<file path="config.mk">
export PLATFORM = sky130hd
export DESIGN_NAME = prt_dprx_vid_fifo_rdctl_flat
export DESIGN_NICKNAME = d
export VERILOG_FILES = /design/src/rtl/prt_dprx_vid_fifo_rdctl_if.sv /design/src/rtl/prt_dprx_vid_fifo_rdctl.sv /design/src/flat_wrapper.sv
export SDC_FILE = /design/constraint.sdc
export NUM_CORES = 1
export LEC_CHECK = 0
export ABC_AREA = 1
export ABC_CLOCK_PERIOD_IN_PS = 5600
export CAP_MARGIN = 20
export CORE_MARGIN = 3
export CORE_UTILIZATION = 50
export CTS_CLUSTER_DIAMETER = 30
export CTS_CLUSTER_SIZE = 20
export DETAILED_ROUTE_END_ITERATION = 7
export PLACE_DENSITY = 0.95
export SLEW_MARGIN = 20
export SYNTH_ARGS = -nofsm -noshare
export SYNTH_HDL_FRONTEND = slang
export SYNTH_SLANG_ARGS = --single-unit
</file>
<file path="constraint.sdc">
create_clock -name VID_CLK_IN -period 5.6 [get_ports VID_CLK_IN]
set_input_delay 1.12 -clock VID_CLK_IN [delete_from_list [all_inputs] [get_ports VID_CLK_IN]]
set_output_delay 1.12 -clock VID_CLK_IN [all_outputs]
set_load 0.01 [all_outputs]
</file>
<file path="src/rtl/prt_dprx_vid_fifo_rdctl_if.sv">
// rtl/prt_dprx_vid_fifo_rdctl_if.sv - video FIFO read-side handshake bundle
//
// Groups the signals between the read controller, the per-lane/segment/stripe
// FIFO array and the downstream video consumer.
//   VID_SOL_IN   : start-of-line pulse from the video timing side
//   VID_REQ_IN   : downstream ready; one stripe cycle may issue per cycle it is high
//   FIFO_LVL_IN  : FIFO fill level in blocks
//   FIFO_RD_OUT  : read strobes, [lane][segment][stripe]
//   FIFO_CLR_OUT : FIFO clear pulse (end of line or abort)
//   VID_EOL_OUT  : end-of-line pulse
// master = read controller, slave = FIFO/video side.
interface prt_dprx_vid_fifo_rdctl_if #(
    parameter int P_LANES    = 4,
    parameter int P_SEGMENTS = 4,
    parameter int P_STRIPES  = 4,
    parameter int P_LVL_W    = 6
);
    logic                                                  VID_SOL_IN;
    logic                                                  VID_REQ_IN;
    logic [P_LVL_W-1:0]                                    FIFO_LVL_IN;
    logic [P_LANES-1:0][P_SEGMENTS-1:0][P_STRIPES-1:0]    FIFO_RD_OUT;
    logic                                                  FIFO_CLR_OUT;
    logic                                                  VID_EOL_OUT;

    modport master (
        input  VID_SOL_IN,
        input  VID_REQ_IN,
        input  FIFO_LVL_IN,
        output FIFO_RD_OUT,
        output FIFO_CLR_OUT,
        output VID_EOL_OUT
    );

    modport slave (
        output VID_SOL_IN,
        output VID_REQ_IN,
        output FIFO_LVL_IN,
        input  FIFO_RD_OUT,
        input  FIFO_CLR_OUT,
        input  VID_EOL_OUT
    );
endinterface

</file>
<file path="src/rtl/prt_dprx_vid_fifo_rdctl.sv">
// rtl/prt_dprx_vid_fifo_rdctl.sv - DP RX video FIFO read controller
//
// Reads one video line out of a lane x segment x stripe FIFO array. A block is
// one read of every FIFO, issued as P_STRIPES stripe cycles (stripe 0 first).
// A line is CFG_BLK_IN blocks; before the first block the controller waits
// until the FIFO holds CFG_THR_IN blocks.
//
// Ports:
//   VID_CLK_IN     : video clock (only clock)
//   VID_RST_N_IN   : asynchronous active-low reset
//   CTL_EN_IN      : enable; low outside IDLE aborts the line
//   CFG_BLK_IN     : blocks per line, sampled at line start
//   CFG_THR_IN     : prefill threshold in blocks, sampled at line start
//   STA_BUSY_OUT   : line in progress
//   STA_UNF_OUT    : sticky underflow flag
//   STA_UNF_CLR_IN : clears STA_UNF_OUT (a simultaneous set wins)
//   vid_if         : FIFO/video handshake bundle (master side)
//
// Every output is a flop. The decision made in a cycle (read strobe, clear,
// end-of-line, busy) is therefore visible on the outputs one cycle later.
module prt_dprx_vid_fifo_rdctl #(
    parameter int P_LANES    = 4,
    parameter int P_SEGMENTS = 4,
    parameter int P_STRIPES  = 4,
    parameter int P_LVL_W    = 6
) (
    input  logic                          VID_CLK_IN,
    input  logic                          VID_RST_N_IN,
    input  logic                          CTL_EN_IN,
    input  logic [15:0]                   CFG_BLK_IN,
    input  logic [P_LVL_W-1:0]            CFG_THR_IN,
    output logic                          STA_BUSY_OUT,
    output logic                          STA_UNF_OUT,
    input  logic                          STA_UNF_CLR_IN,
    prt_dprx_vid_fifo_rdctl_if.master     vid_if
);

    typedef enum logic [1:0] {
        ST_IDLE    = 2'd0,
        ST_PREFILL = 2'd1,
        ST_RUN     = 2'd2,
        ST_DONE    = 2'd3
    } state_t;

    typedef logic [P_LANES-1:0][P_SEGMENTS-1:0][P_STRIPES-1:0] rd_vec_t;

    localparam logic [1:0] LAST_STRIPE = 2'(P_STRIPES - 1);

    // State and line bookkeeping
    state_t                state_q,     state_d;
    logic [1:0]            stripe_q,    stripe_d;
    logic [15:0]           blk_cnt_q,   blk_cnt_d;
    logic [P_LVL_W-1:0]    thr_q,       thr_d;
    // Bit 0: block started by the previous decision, bit 1: the one before.
    // Those starts are not yet visible in FIFO_LVL_IN.
    logic [1:0]            pend_hist_q, pend_hist_d;

    // Registered outputs
    rd_vec_t               rd_q,        rd_d;
    logic                  clr_q,       clr_d;
    logic                  eol_q,       eol_d;
    logic                  busy_q,      busy_d;
    logic                  unf_q,       unf_d;

    // Decision-cycle helpers
    logic [1:0]            pend;
    logic [P_LVL_W-1:0]    pend_ext;
    logic                  abort;
    logic                  issue;
    logic                  issue_start;
    logic                  unf_set;
    logic [P_STRIPES-1:0]  stripe_oh;

    assign pend     = {1'b0, pend_hist_q[0]} + {1'b0, pend_hist_q[1]};
    assign pend_ext = P_LVL_W'(pend);
    assign abort    = (state_q != ST_IDLE) && !CTL_EN_IN;

    always_comb begin
        state_d     = state_q;
        stripe_d    = stripe_q;
        blk_cnt_d   = blk_cnt_q;
        thr_d       = thr_q;
        pend_hist_d = pend_hist_q;
        clr_d       = 1'b0;
        eol_d       = 1'b0;
        busy_d      = (state_q != ST_IDLE);
        issue       = 1'b0;
        issue_start = 1'b0;
        unf_set     = 1'b0;

        case (state_q)
            ST_IDLE: begin
                if (vid_if.VID_SOL_IN && CTL_EN_IN) begin
                    blk_cnt_d = CFG_BLK_IN;
                    thr_d     = CFG_THR_IN;
                    stripe_d  = 2'd0;
                    state_d   = ST_PREFILL;
                end
            end

            ST_PREFILL: begin
                if (vid_if.FIFO_LVL_IN >= thr_q) begin
                    state_d = ST_RUN;
                end
            end

            ST_RUN: begin
                if (vid_if.VID_REQ_IN) begin
                    if (stripe_q == 2'd0) begin
                        // A new block needs a whole block in the FIFO beyond
                        // the starts the level has not caught up with yet.
                        if (vid_if.FIFO_LVL_IN > pend_ext) begin
                            issue       = 1'b1;
                            issue_start = 1'b1;
                            blk_cnt_d   = (blk_cnt_q == 16'd0) ? 16'd0 : blk_cnt_q - 16'd1;
                        end else begin
                            unf_set = 1'b1;
                        end
                    end else begin
                        issue = 1'b1;
                    end

                    if (issue) begin
                        if (stripe_q == LAST_STRIPE) begin
                            // Wrap straight to stripe 0 so the next block can
                            // start in the following cycle.
                            stripe_d = 2'd0;
                            if (blk_cnt_d == 16'd0) begin
                                state_d = ST_DONE;
                            end
                        end else begin
                            stripe_d = stripe_q + 2'd1;
                        end
                    end
                end
            end

            ST_DONE: begin
                eol_d   = 1'b1;
                clr_d   = 1'b1;
                state_d = ST_IDLE;
            end

            default: begin
                state_d = ST_IDLE;
            end
        endcase

        // Losing the enable drops the line: no read, no end-of-line, and the
        // FIFO is cleared so partially read blocks are discarded.
        if (abort) begin
            state_d     = ST_IDLE;
            stripe_d    = 2'd0;
            issue       = 1'b0;
            issue_start = 1'b0;
            unf_set     = 1'b0;
            eol_d       = 1'b0;
            clr_d       = 1'b1;
        end

        if ((state_q == ST_IDLE) && (state_d == ST_PREFILL)) begin
            pend_hist_d = 2'b00;
        end else begin
            pend_hist_d = {pend_hist_q[0], issue_start};
        end

        stripe_oh = issue ? (P_STRIPES'(1) << stripe_q) : '0;
        rd_d      = {(P_LANES * P_SEGMENTS){stripe_oh}};

        if (unf_set) begin
            unf_d = 1'b1;
        end else if (STA_UNF_CLR_IN) begin
            unf_d = 1'b0;
        end else begin
            unf_d = unf_q;
        end
    end

    always_ff @(posedge VID_CLK_IN or negedge VID_RST_N_IN) begin
        if (!VID_RST_N_IN) begin
            state_q     <= ST_IDLE;
            stripe_q    <= 2'd0;
            blk_cnt_q   <= 16'd0;
            thr_q       <= '0;
            pend_hist_q <= 2'b00;
            rd_q        <= '0;
            clr_q       <= 1'b0;
            eol_q       <= 1'b0;
            busy_q      <= 1'b0;
            unf_q       <= 1'b0;
        end else begin
            state_q     <= state_d;
            stripe_q    <= stripe_d;
            blk_cnt_q   <= blk_cnt_d;
            thr_q       <= thr_d;
            pend_hist_q <= pend_hist_d;
            rd_q        <= rd_d;
            clr_q       <= clr_d;
            eol_q       <= eol_d;
            busy_q      <= busy_d;
            unf_q       <= unf_d;
        end
    end

    assign vid_if.FIFO_RD_OUT  = rd_q;
    assign vid_if.FIFO_CLR_OUT = clr_q;
    assign vid_if.VID_EOL_OUT  = eol_q;
    assign STA_BUSY_OUT        = busy_q;
    assign STA_UNF_OUT         = unf_q;

endmodule

</file>
<file path="src/flat_wrapper.sv">
// flat-port wrapper written by rule: the top's interface ports become plain ports
module prt_dprx_vid_fifo_rdctl_flat 
#(
    parameter int P_LANES    = 4,
    parameter int P_SEGMENTS = 4,
    parameter int P_STRIPES  = 4,
    parameter int P_LVL_W    = 6
)
  (VID_CLK_IN, VID_RST_N_IN, CTL_EN_IN, CFG_BLK_IN, CFG_THR_IN, STA_BUSY_OUT, STA_UNF_OUT, STA_UNF_CLR_IN, vid_if_VID_SOL_IN, vid_if_VID_REQ_IN, vid_if_FIFO_LVL_IN, vid_if_FIFO_RD_OUT, vid_if_FIFO_CLR_OUT, vid_if_VID_EOL_OUT);
  prt_dprx_vid_fifo_rdctl_if #(.P_LANES(P_LANES), .P_SEGMENTS(P_SEGMENTS), .P_STRIPES(P_STRIPES), .P_LVL_W(P_LVL_W)) vid_if_i ();
  input  logic VID_CLK_IN;
  input  logic VID_RST_N_IN;
  input  logic CTL_EN_IN;
  input  logic [15:0] CFG_BLK_IN;
  input  logic [P_LVL_W-1:0] CFG_THR_IN;
  output logic STA_BUSY_OUT;
  output logic STA_UNF_OUT;
  input  logic STA_UNF_CLR_IN;
  input wire logic [$bits(vid_if_i.VID_SOL_IN)-1:0] vid_if_VID_SOL_IN;
  input wire logic [$bits(vid_if_i.VID_REQ_IN)-1:0] vid_if_VID_REQ_IN;
  input wire logic [$bits(vid_if_i.FIFO_LVL_IN)-1:0] vid_if_FIFO_LVL_IN;
  output wire logic [$bits(vid_if_i.FIFO_RD_OUT)-1:0] vid_if_FIFO_RD_OUT;
  output wire logic [$bits(vid_if_i.FIFO_CLR_OUT)-1:0] vid_if_FIFO_CLR_OUT;
  output wire logic [$bits(vid_if_i.VID_EOL_OUT)-1:0] vid_if_VID_EOL_OUT;
  assign vid_if_i.VID_SOL_IN = vid_if_VID_SOL_IN;
  assign vid_if_i.VID_REQ_IN = vid_if_VID_REQ_IN;
  assign vid_if_i.FIFO_LVL_IN = vid_if_FIFO_LVL_IN;
  assign vid_if_FIFO_RD_OUT = vid_if_i.FIFO_RD_OUT;
  assign vid_if_FIFO_CLR_OUT = vid_if_i.FIFO_CLR_OUT;
  assign vid_if_VID_EOL_OUT = vid_if_i.VID_EOL_OUT;
  prt_dprx_vid_fifo_rdctl #(.P_LANES(P_LANES), .P_SEGMENTS(P_SEGMENTS), .P_STRIPES(P_STRIPES), .P_LVL_W(P_LVL_W)) u_core (.VID_CLK_IN(VID_CLK_IN), .VID_RST_N_IN(VID_RST_N_IN), .CTL_EN_IN(CTL_EN_IN), .CFG_BLK_IN(CFG_BLK_IN), .CFG_THR_IN(CFG_THR_IN), .STA_BUSY_OUT(STA_BUSY_OUT), .STA_UNF_OUT(STA_UNF_OUT), .STA_UNF_CLR_IN(STA_UNF_CLR_IN), .vid_if(vid_if_i));
endmodule
</file>
# After elaboration in Yosys (flattened, before gate mapping)
# Cells that the tools add are included.
totals:
  regBits: 36
  in_bits: 34
  out_inout_bits: 68
  wordCells: 86
classes:
  add_sub_neg: 3
  n_lt_le_gt_ge: 2
  n_eq_ne: 10
  shifts: 1
  n_mux: 45
  n_reduce_logical: 15
op_table:
  columns: ["op", "count"]
  rows:
  - ["$mux 16", 7]
  - ["$logic_not 16->1", 2]
  - ["$pmux 16 s2", 1]
  - ["$mux 2", 13]
  - ["$mux 1", 21]
  - ["$sub 16x1->16 const B", 1]
  - ["$pmux 2 s4", 1]
  - ["$eq 2x2->1 const B", 3]
  - ["$ge 6x6->1", 1]
  - ["$gt 6x2->1", 1]
  - ["$ne 3x1->1 const B", 2]
  - ["$reduce_bool 2->1", 3]
  - ["$eq 2x1->1 const B", 2]
  - ["$logic_not 2->1", 2]
  - ["$mux 4", 1]
  - ["$pmux 2 s2", 1]
  - ["$reduce_and 4->1", 1]
  - ["$shl 1x2->4 const A", 1]
  - ["$logic_and 1x1->1", 3]
  - ["$ne 3x2->1 const B", 1]
  - ["$reduce_and 3->1", 1]
  - ["$reduce_bool 3->1", 1]
  - ["$add 1x1->2", 1]
  - ["$add 2x1->2 const B", 1]
  - ["other kinds (4)", 4]

# Logic depth before layout (Yosys ltp)
logic_depth:
  ltp_word: 16
  mapped_depth: 17
  depth_no_buf: 17

# Worst setup path after synthesis
# OpenSTA, ideal clock, no wires.
synth_timing:
  path_type: "input -> register"
  start: "in vid_if_FIFO_LVL_IN[0]"
  end: "reg u_core.state_q[0]"
  setup_ps: 73
  arrival_time_ps: 2400
  required_ps: 5527
  setup_slack_ps: 3127
  cell_stages: 14
  path_buffers: 1
  cell_sequence: "inv_1 > ha_1 > nand2_1 > nand2_2 > a21oi_4 > buf_6 > nand3_1 > nand3_1 > nand2_1 > inv_1 > nand2_1 > nor2_1 > nand2_1 > a21oi_2"
synth_between:
  elab_chain_len: 12
  word_cells_on_any_way: 18
  classes_between: "order compare (2); mux (15); reduce/logical (1)"
synth_rtl:
  columns: ["item", "line", "text"]
  rows:
  - ["from (decl)", "flat_wrapper.sv:21", "input wire logic [$bits(vid_if_i.FIFO_LVL_IN)-1:0] vid_if_FIFO_LVL_IN;"]
  - ["$gt 6x2->1", "prt_dprx_vid_fifo_rdctl.sv:112", "if (vid_if.FIFO_LVL_IN > pend_ext) begin"]
  - ["$mux 16", "prt_dprx_vid_fifo_rdctl.sv:112", null]
  - ["$mux 16", "prt_dprx_vid_fifo_rdctl.sv:109", "if (stripe_q == 2'd0) begin"]
  - ["$mux 16", "prt_dprx_vid_fifo_rdctl.sv:108", "if (vid_if.VID_REQ_IN) begin"]
  - ["$mux 16", "prt_dprx_vid_fifo_rdctl.sv:91", "case (state_q)"]
  - ["$logic_not 16->1", "prt_dprx_vid_fifo_rdctl.sv:128", "if (blk_cnt_d == 16'd0) begin"]
  - ["$mux 2", "prt_dprx_vid_fifo_rdctl.sv:128", null]
  - ["$mux 2", "prt_dprx_vid_fifo_rdctl.sv:124", "if (stripe_q == LAST_STRIPE) begin"]
  - ["$mux 2", "prt_dprx_vid_fifo_rdctl.sv:123", "if (issue) begin"]
  - ["$mux 2", "prt_dprx_vid_fifo_rdctl.sv:108", null]
  - ["$pmux 2 s4 *", "prt_dprx_vid_fifo_rdctl.sv:91", null]
  - ["$mux 2 *", "prt_dprx_vid_fifo_rdctl.sv:151", "if (abort) begin"]
  - ["net u_core.state_d[0]", "prt_dprx_vid_fifo_rdctl.sv:50", "state_t state_q, state_d;"]
  - ["to (signal assigned)", "prt_dprx_vid_fifo_rdctl.sv:192", "state_q <= state_d;"]
  - ["to (decl)", "prt_dprx_vid_fifo_rdctl.sv:50", null]
# The timed path passes the listed nets; every way through them passes the cells marked *. The select of a mux whose other input is x is not followed.
# A chain may end at the register's enable or synchronous reset.

# Worst setup path in the final report
layout_timing:
  start: "in CTL_EN_IN"
  end: "reg u_core.blk_cnt_q[3]"
layout_between:
  elab_chain_len: 3
layout_rtl:
  columns: ["item", "line", "text"]
  rows:
  - ["from (decl)", "flat_wrapper.sv:13", "input logic CTL_EN_IN;"]
  - ["$logic_and 1x1->1", "prt_dprx_vid_fifo_rdctl.sv:93", "if (vid_if.VID_SOL_IN && CTL_EN_IN) begin"]
  - ["$ne 2x1->1 (no line)", null, null]
  - ["$reduce_and 3->1 (no line)", null, null]
  - ["to (signal assigned)", "prt_dprx_vid_fifo_rdctl.sv:194", "blk_cnt_q <= blk_cnt_d;"]
  - ["to (decl)", "prt_dprx_vid_fifo_rdctl.sv:52", "logic [15:0] blk_cnt_q, blk_cnt_d;"]
# Every way passes these cells.

==> out/qor_table.md <==
| Parameter | Reported | Unit |
|:---|:---|:---|
| Via count | 2768 | - |
| Number of endpoints failing setup at the final stage | 0 | - |
| Cells after synthesis | 413 | - |
| Ys Warns | 0 | - |
| Number of DRC violations after detailed-routing iteration 0 | 212 | - |
| Placed cells | 516 | - |
| Routed wire length | 6920 | um |
| Crit-path max FO | 32 | - |
| Static Leakage | 1.64 | nW |
| Endpoints failing hold | 0 | - |
| Power per standard cell area | 378 | mW/mm^2 |
| Worst Setup End Kind | register | - |
| Number of routed nets with antenna violations | 0 | - |
| Count of input and output buffers | 101 | - |
| Number of design rule violations left after detail routing | 0 | - |
| Combined global-route utilization of all metal layers | 0.198 | - |
| Net count after synthesis | 461 | - |
| Actual transition at the worst max-transition pin | 0.915 | ns |
| Post-cts gate resize count | 0 | - |
| Core Rows | 27 | - |
| Global placement routability congestion | 0.908 | - |
| Vias per std cell | 5.28 | - |
| Layout net count | 499 | - |
| Post-CTS repair timing setup buffer count | 0 | - |
| Pin count of the biggest net entering global routing | 37 | - |
| Data arrival time of the critical path | 3.57 | ns |
| Fraction of layout instances using a drive strength above 1 | 0.0796 | - |
| Outcome | completed | - |
| Commonest non-fill, non-tap cell in the layout | clkdlybuf4s50_1 | - |
| Maximum resistive drop on vdd | 0.000169 | V |
| Via count of the first global-routing pass | 2563 | - |
| Classification of the worst-slack hold path | register to register | - |
| Die outline area | 0.00696 | sq mm |
| Commonest non-fill, non-tap cells in the layout | clkdlybuf4s50_1, nand2_1, inv_1 | - |
| Kind of start point of the critical path | input port | - |
| Area of the mapped netlist | 0.00300 | sq mm |
| CTS max path bufs | 2 | - |
| Height of the die | 83.4 | um |
| Number of iterations in the first detailed-routing pass | 5 | - |
| RSZ-0062 raised after global routing | false | - |
| Clock buffers created by TritonCTS | 5 | - |
| Hold-fix buffers at CTS | 0 | - |
| Total I/O pin count | 102 | - |
| Setup clock skew after layout | 0.00512 | ns |
| Maximum clock frequency | 296 | MHz |
| Hold Path Stages | 2 | - |
| Final count of pins violating max slew | 0 | - |
| Placeable core area | 0.00564 | sq mm |
| Layout-stage area growth over the synthesis result | 23.0 | % |
| First-pass GRT wire length | 11600 | um |
| Post-route minimum period | 3.37 | ns |
| CTS tree | yes | - |
| Cell taking the most area after synthesis | dfrtp_1 | - |
| Main area contributors after synthesis | dfrtp_1, buf_4, nand2_1 | - |
| Critical path class | input port to register | - |
| Total negative slack | 0 | ns |
| Non-filler cells, final | 524 | - |
| Synthesis-stage register bit count | 36 | - |
| Total inserted antenna cells | 0 | - |
| H-tree Lvls | 2 | - |
| Clk pin slew, worst setup/hold paths | 0.08 | ns |
| Initial antenna violation count | 0 | - |
| Skew-Pair Late Insertion Delay | 0.30 | ns |
| Die width | 83.4 | um |
| HPWL after detailed placement | 5130 | um |
| Final non-filler cell area | 0.00368 | sq mm |
| Post-Place Cell Area | 0.00359 | sq mm |
| Area share of the leading cell type in the synthesized netlist | 0.301 | - |
| Sequential fraction of the synthesis area | 0.301 | - |
| Slew headroom | 0.388 | - |
| Overflow after GRT | 0 | - |
| Number of sinks on the clock net | 36 | - |
| Post-synthesis average cell area | 7.26 | sq um |
| Average wire length per cell after detail routing | 13.2 | um |
| Required time of the worst setup path | 5.79 | ns |
| Maximum Capacitance Violations | 0 | - |
| Portion of the clock cycle consumed by the worst path in the final layout | 0.603 | - |
| Initial core utilization | 0.531 | - |
| Root Buffer | clkbuf_8 | - |
| Count of cells along the worst register-to-register path | 7 | - |
| Synth unique cells | 29 | - |
==> cell type report <==
type                            instances  area, sq um
Tap cell                               72         90.1
Multi-Input combinational cell        248         1360
Clock buffer                            7         86.3
Fill cell                             427         1960
Sequential cell                        36          901
Inverter                               57          214
Clock inverter                          1         7.51
Timing Repair Buffer                  103         1030
==> power by group <==
part / internal, mW / total [mW] / leakage (nW) / switching, mW
clock network: 0.100 / 0.201 / 0.0445 / 0.101
registers: 0.358 / 0.458 / 0.460 / 0.0996
logic: 0.276 / 0.734 / 1.13 / 0.458
total: 0.734 / 1.39 / 1.64 / 0.659
==> sequential cells by signal, summed over array words and instances (netlist names) <==
register and cells:
u_core.blk_cnt_q 16, u_core.thr_q 6, u_core.vid_if.FIFO_RD_OUT 4, u_core.pend_hist_q 2, u_core.state_q 2, u_core.stripe_q 2
u_core.STA_BUSY_OUT 1, u_core.STA_UNF_OUT 1, u_core.vid_if.FIFO_CLR_OUT 1, u_core.vid_if.VID_EOL_OUT 1
==> critical path, cell delays in order <==
cell and delay, ns:
clkdlybuf4s50_1 0.55, nand2_1 0.10, nor2_1 0.57, inv_1 0.14
nand2_1 0.70, o211ai_1 0.22, o21ai_0 0.13
==> worst paths after layout <==
kind | startpoint | slack [ns] | endpoint
max reg2reg | u_core.state_q[0] | 3.01 | u_core.blk_cnt_q[3]
max in group asynchronous | VID_RST_N_IN | 4.02 | u_core.vid_if.FIFO_RD_OUT[1]
min | u_core.thr_q[0] | 0.49 | u_core.thr_q[0]
min in group asynchronous | VID_RST_N_IN | 1.23 | u_core.blk_cnt_q[12]
max | CTL_EN_IN | 2.23 | u_core.blk_cnt_q[3]
min reg2reg | u_core.thr_q[0] | 0.49 | u_core.thr_q[0]
==> kinds of logic (layout without fill, tap and decap cells) <==
kind of cell | Yosys count | count (layout) | synth area share
AND/OR/NAND/NOR | 183 | 183 | 0.289
buffers and inverters | 129 | 168 | 0.246
AO/OA/AOI/OAI | 51 | 51 | 0.107
flip-flops | 36 | 36 | 0.301
adder cells (fa/ha/maj) | 14 | 14 | 0.0585
==> synth_stat cells (all sizes together) <==
library cell / number
a21oi: 6
buf: 68
clkbuf: 4
dfrtp: 36
ha: 14
inv: 57
nand2: 88
nand3: 32
nand4: 16
nor2: 44
nor3: 3
o211ai: 15
o21ai: 26
o221a: 1
o22ai: 2
o311ai: 1
==> routing by layer <==
layer	share of wire	vias up	GRT usage
li1	-	1348	-
met1	0.42	1260	0.242
met2	0.47	144	0.348
met3	0.079	16	0.0337
met4	0.024	0	0.0760
met5	0	-	0
==> per-stage QoR <==
stage / power [mW] / worst slack [ns] / util / hold WS, ns
2_1_floorplan: 0.996 / 3.13 / - / 0.446
3_3_place_gp: 1.14 / 2.12 / 0.637 / 0.474
3_5_place_dp: 1.17 / 1.98 / 0.637 / 0.476
4_1_cts: 1.38 / 2.29 / 0.653 / 0.495
5_1_grt: 1.52 / 2.00 / 0.653 / 0.533
6_report: 1.39 / 2.23 / 0.653 / 0.495
No activity file was read; power rests on OpenSTA's default activity.
